--- config.mk ---
export PLATFORM = sky130hd
export DESIGN_NAME = bram_port_arbiter
export DESIGN_NICKNAME = d
export VERILOG_FILES = /design/src/rtl/bram_port_arbiter_pkg.sv /design/src/rtl/rr_priority_select.sv /design/src/rtl/bram_port_arbiter.sv
export SDC_FILE = /design/constraint.sdc
export NUM_CORES = 1
export LEC_CHECK = 0
export ABC_AREA = 1
export BUFFER_PORTS_ARGS = -buffer_cell sky130_fd_sc_hd__clkbuf_2
export CORE_AREA = 2 2 76 78
export CTS_CLUSTER_DIAMETER = 150
export DETAILED_ROUTE_END_ITERATION = 10
export DIE_AREA = 0 0 78 80
export HOLD_SLACK_MARGIN = 0.1
export PLACE_DENSITY = 0.75
export SLEW_MARGIN = 20
export SYNTH_ARGS = -nofsm -noshare
export SYNTH_HDL_FRONTEND = slang
export SYNTH_HIERARCHICAL = 1
export SYNTH_SLANG_ARGS = --single-unit
--- constraint.sdc ---
create_clock -name clock -period 1.15 [get_ports clock]
set_clock_uncertainty 0.2 [all_clocks]
set_input_delay 0.115 -clock clock [delete_from_list [all_inputs] [get_ports clock]]
set_output_delay 0.115 -clock clock [all_outputs]
set_load 0.05 [all_outputs]
--- src/rtl/bram_port_arbiter_pkg.sv ---
// Shared constants for the BRAM port arbiter and its bench: requester limits
// and the pointer/index width helper.
package bram_port_arbiter_pkg;

  localparam int unsigned MIN_NUM_REQ = 2;
  localparam int unsigned MAX_NUM_REQ = 8;

  // Width of a requester index; a 2-requester arbiter still needs one bit.
  function automatic int unsigned idx_width(input int unsigned n);
    return (n <= 2) ? 1 : $clog2(n);
  endfunction

endpackage

--- src/rtl/rr_priority_select.sv ---
// One-hot grant selection: first requester found when scanning upward from ptr,
// wrapping modulo NUM_REQ. A pointer of 0 gives plain lowest-index priority.
module rr_priority_select
  import bram_port_arbiter_pkg::*;
#(
  parameter int unsigned NUM_REQ = 2,
  parameter int unsigned PTR_W   = idx_width(NUM_REQ)
) (
  input  logic [NUM_REQ-1:0] req,
  input  logic [PTR_W-1:0]   ptr,
  output logic [NUM_REQ-1:0] grant
);

  logic [PTR_W-1:0] idx;
  logic             found;

  always_comb begin
    grant = '0;
    found = 1'b0;
    idx   = '0;
    for (int unsigned k = 0; k < NUM_REQ; k++) begin
      idx = PTR_W'((32'(ptr) + k) % NUM_REQ);
      if (!found && req[idx]) begin
        grant[idx] = 1'b1;
        found      = 1'b1;
      end
    end
  end

endmodule

--- src/rtl/bram_port_arbiter.sv ---
// Arbitrates NUM_REQ requesters onto one BRAM port with a one-cycle response.
// Define BRAM_ARB_ROUND_ROBIN_EN for round-robin grants; fixed priority otherwise.
module bram_port_arbiter
  import bram_port_arbiter_pkg::*;
#(
  parameter int          CORE            = 0,
  parameter int unsigned DATA_WIDTH      = 32,
  parameter int unsigned ADDR_WIDTH      = 8,
  parameter int unsigned NUM_REQ         = 2,
  parameter int          SCAN_CYCLES_MIN = 0,
  parameter int          SCAN_CYCLES_MAX = 1000
) (
  input  logic                          clock,
  input  logic                          reset,
  input  logic [NUM_REQ-1:0]            req_valid,
  input  logic [NUM_REQ-1:0]            req_write,
  input  logic [NUM_REQ*ADDR_WIDTH-1:0] req_addr,
  input  logic [NUM_REQ*DATA_WIDTH-1:0] req_wdata,
  output logic [NUM_REQ-1:0]            req_ready,
  output logic [NUM_REQ-1:0]            resp_valid,
  output logic [DATA_WIDTH-1:0]         resp_rdata,
  output logic                          readEnable,
  output logic                          writeEnable,
  output logic [ADDR_WIDTH-1:0]         address,
  output logic [DATA_WIDTH-1:0]         writeData,
  input  logic [DATA_WIDTH-1:0]         readData,
  input  logic                          scan
);

  localparam int unsigned PTR_W = idx_width(NUM_REQ);
  localparam int unsigned CNT_W = 31;

  if (NUM_REQ < MIN_NUM_REQ || NUM_REQ > MAX_NUM_REQ) begin : g_bad_num_req
    $error("bram_port_arbiter: NUM_REQ out of range");
  end

  logic [PTR_W-1:0]   ptr_q, ptr_d;
  logic               pend_valid_q, pend_valid_d;
  logic [PTR_W-1:0]   pend_idx_q, pend_idx_d;
  logic               pend_read_q, pend_read_d;
  logic [CNT_W-1:0]   cycle_q, cycle_d;
  logic [NUM_REQ-1:0] sel_grant;
  logic [NUM_REQ-1:0] grant_c;
  logic [PTR_W-1:0]   grant_idx_c;
  logic               grant_any_c;
  logic               grant_write_c;

  rr_priority_select #(
    .NUM_REQ (NUM_REQ),
    .PTR_W   (PTR_W)
  ) u_select (
    .req   (req_valid),
    .ptr   (ptr_q),
    .grant (sel_grant)
  );

  // Grant-cycle mux: the granted request drives the BRAM port directly.
  always_comb begin
    grant_c       = reset ? '0 : sel_grant;
    grant_any_c   = |grant_c;
    grant_idx_c   = '0;
    grant_write_c = 1'b0;
    address       = '0;
    writeData     = '0;
    for (int unsigned i = 0; i < NUM_REQ; i++) begin
      if (grant_c[i]) begin
        grant_idx_c   = PTR_W'(i);
        grant_write_c = req_write[i];
        address       = req_addr[i*ADDR_WIDTH +: ADDR_WIDTH];
        writeData     = req_wdata[i*DATA_WIDTH +: DATA_WIDTH];
      end
    end
    req_ready   = grant_c;
    readEnable  = grant_any_c & ~grant_write_c;
    writeEnable = grant_any_c & grant_write_c;
  end

  always_comb begin
    pend_valid_d = grant_any_c;
    pend_idx_d   = grant_idx_c;
    pend_read_d  = grant_any_c & ~grant_write_c;
    cycle_d      = cycle_q + CNT_W'(1);
`ifdef BRAM_ARB_ROUND_ROBIN_EN
    ptr_d = ptr_q;
    if (grant_any_c) begin
      ptr_d = (grant_idx_c == PTR_W'(NUM_REQ - 1)) ? '0 : grant_idx_c + PTR_W'(1);
    end
`else
    ptr_d = '0;
`endif
  end

  always_ff @(posedge clock) begin
    if (reset) begin
      ptr_q        <= '0;
      pend_valid_q <= 1'b0;
      pend_idx_q   <= '0;
      pend_read_q  <= 1'b0;
      cycle_q      <= '0;
    end else begin
      ptr_q        <= ptr_d;
      pend_valid_q <= pend_valid_d;
      pend_idx_q   <= pend_idx_d;
      pend_read_q  <= pend_read_d;
      cycle_q      <= cycle_d;
    end
  end

  // Response cycle: reset in this cycle suppresses the pulse.
  always_comb begin
    resp_valid = '0;
    resp_rdata = '0;
    if (pend_valid_q && !reset) begin
      resp_valid[pend_idx_q] = 1'b1;
      if (pend_read_q) resp_rdata = readData;
    end
  end

`ifndef SYNTHESIS
  always_ff @(posedge clock) begin
    if (scan && (int'({1'b0, cycle_q}) >= SCAN_CYCLES_MIN) &&
        (int'({1'b0, cycle_q}) <= SCAN_CYCLES_MAX)) begin
      $display("[core %0d] cycle %0d grant=%b addr=%0h resp_valid=%b",
               CORE, cycle_q, req_ready, address, resp_valid);
    end
  end
`endif

endmodule

==> metrics.md <==
| Metric | Value |
|---|---|
| Sequential fraction of the synthesis area | `5.363%` |
| Critical-path cell list | `buf_8 > a21oi_4 > inv_2 > nor2_4 > buf_12 > clkbuf_16 > nand2_2 > nand2_4 > buf_8` |
| DRT Pass-1 Iters | `4` |
| Fin crit period | `1.572 ns` |
| CP max-delay cell | `clkbuf_16` |
| Number of synthesized flops with an enable pin | `0` |
| Antenna violations before repair | `0` |
| Failing checks | `setup timing` |
| Placement Setup Slack | `-0.4669 ns` |
| All-Layer GR Usage | `around a fifth` |
| Rows | `27` |
| Placed cell count | `498` |
| Antenna Cells | `0` |
| Ports | `197` |
| Non-Filler Instances | `520` |
| Final ANT Viol Nets | `0` |
| CP peak stage delay | `0.17 ns` |
| Via count | `2575` |
| Switching part of the total | `49.76%` |
| Crit path DAT | `1.26 ns` |
| Max-cap violations | `0` |
| Largest fanout on the critical path | `7` |
| H-Tree Depth | `1` |
| Synthesized area | `1120 µm²` |
| Post-Route WL | `between 10000 and 15000 µm` |
| Clock buffer depth | `2` |
| Clock share of power | `11.9%` |
| Core footprint | `5405 µm²` |
| RSZ-0062 raised after global routing | `true` |
| Synthesis Warnings | `6` |
| CP endpoint | `address[4]` |
| Comb power frac | `82.7%` |
| CP dominant cell by count | `buf_8` |
| Critical Path End Type | `output pin` |
| Final setup margin | `-0.4223 ns` |
| Final Slew Violations | `0` |
| Worst path required time | `0.83 ns` |
| CTS tree | `done` |
| Starting Density | `20.72%` |
| Most used DFF post-synth | `dfxtp_1` |
| RD Place Congestion | `between 0.7 and 0.8` |
| Final Hold Vio Count | `0` |
| Syn avg cell area | `4.869 µm²` |
| Area contributors post-synth | `nand2_1 39%, nand3_1 14%, nor2_1 13%` |
| Net count, final | `around 570` |
| Critical path class | `input pin to output pin` |
| Crit share post-route | `136.7%` |
| Synth top area share | `38.55%` |
| Die area | `6240 µm²` |
| Layout cells sized above 1 | `93.30%` |
| Clock root buffer | `clkbuf_8` |
| Fmax | `roughly 640 MHz` |
| Routed WL per cell | `19.68 µm` |
| Num CTS Buffers | `3` |
| Reg clk slew, reported paths | `0.03 ns` |
| Syn Inst Count | `230` |
| Worst Setup SP | `req_valid[0]` |
| First-pass GRT wire length | `10630 µm` |
| Sequential Power Share | `5.4%` |
| GR Overflow Total | `0` |
| DR DRC count | `0` |
| Run status | `finished with violations` |
| Clk sinks | `3` |
| Vias per inst | `4.952` |
| Post-synth top area cell | `nand2_1` |
| Sw power | `about 1.3 mW` |
| Cell area power density | `between 500 and 600 nW/µm²` |
| Worst min-delay path category | `input pin to flop` |
| Pint | `1.268 mW` |
| Initial DRC count | `40` |
| Layout Utilization | `86.41%` |
| Die Y-Extent | `80 µm` |
| Async SR Flop Fraction | `0%` |
| Area Growth Syn to Fin | `317.1%` |
| Final HPWL DP | `just under 5000 µm` |
| Post-synth cell types | `16` |
| Vias in the first global route | `2289` |
| Max IR drop VDD | `about 0.00046 V` |
| Port bufs | `195` |
| Die W | `about 78 µm` |
| FILL cells | `between 200 and 300` |
| Largest net degree at the start of global routing | `31` |
| Worst Setup Start Kind | `input pin` |
| Static Leakage | `2.120 nW` |
| Final setup viols | `79` |
| #FFs+latches synth | `3` |
==> final cells by class <==
cell class / instances / area (µm²) / share of cell area, %
Timing Repair Buffer: 231 / 2497 / 53.47
Tap cell: 72 / 90.09 / 1.929
Clock buffer: 4 / 45.04 / 0.9644
Sequential cell: 3 / 67.56 / 1.447
Inverter: 8 / 32.53 / 0.6965
Multi-Input combinational cell: 202 / 1938 / 41.49
==> metrics by stage <==
stage          instance area (µm²)  TNS [ns]  power [mW]  hold WS, ns
2_1_floorplan                 1832    -5.718       1.068     -0.01262
3_5_place_dp                  3238    -22.91       1.591       0.2335
4_1_cts                       3946    -23.61       2.143     0.009122
5_1_grt                       4671    -28.62       2.614       0.1604
3_3_place_gp                  3238    -21.85       1.566       0.2190
6_report                      4671    -25.61       2.523       0.1557
==> metal layers <==
metal  track usage (%)  wire, µm
met3             7.240       854
met1             18.68      3374
met5                 0         0
met2             46.90      5642
met4             2.281       363
==> power by group through the flow <==
stage	registers (mW)	logic (mW)	clock network (mW)
after floorplan	0.123	0.945	0
after global placement	0.122	1.44	0
after detailed placement	0.122	1.47	0
after CTS	0.131	1.70	0.309
after global routing	0.137	2.16	0.320
final	0.135	2.09	0.300
==> logic make-up after synthesis <==
logic type	after synthesis	share of synthesized area, %
AOI/OAI and AO/OA	2	1.788
buffers and inverters	27	16.42
DFF	3	5.363
other	1	0.3349
and+or+nand+nor	197	76.09
==> cell usage after synthesis (2+ instances only) <==
| library cell | instances |
|---|---|
| buf_2 | 9 |
| buf_4 | 2 |
| buf_6 | 7 |
| dfxtp_1 | 3 |
| inv_1 | 7 |
| nand2_1 | 115 |
| nand3_1 | 31 |
| nand3_2 | 9 |
| nor2_1 | 39 |
| nor2_4 | 2 |
==> sequential cells by signal (all words and copies together) (netlist names) <==
signal        flops
pend_idx_q        1
pend_valid_q      1
pend_read_q       1
==> cells in the final DEF (no fill, tap or decap), drive strengths merged <==
master / count
buf: 107
dfxtp: 3
a21oi: 1
dlygate4sd3: 1
nor2: 41
nand3: 40
nand2: 117
clkbuf: 127
inv: 8
conb: 2
a21boi: 1
==> timing repair <==
action,CTS,global route
resized for setup,140,166
setup buffers,1,3
hold endpoints to repair,2,1
pin swaps,2,34
endpoints found under the setup margin,78,80
gates cloned,3,10
==> worst max-delay path: cells and delay by family <==
kind | cells | cell delay [ns]
buffers and inverters | 5 | 0.65
AO/OA/AOI/OAI | 1 | 0.14
AND/OR/NAND/NOR | 3 | 0.34
==> worst min-delay path by stage <==
stage          depth (start not counted)          from           to
2_1_floorplan                          1         reset   pend_idx_q
3_3_place_gp                           2         reset   pend_idx_q
3_5_place_dp                           2         reset   pend_idx_q
4_1_cts                                2         reset   pend_idx_q
5_1_grt                                5  req_write[1]  pend_read_q
6_report                               5  req_write[1]  pend_read_q
Note: power is estimated with default switching activity, not from simulation.
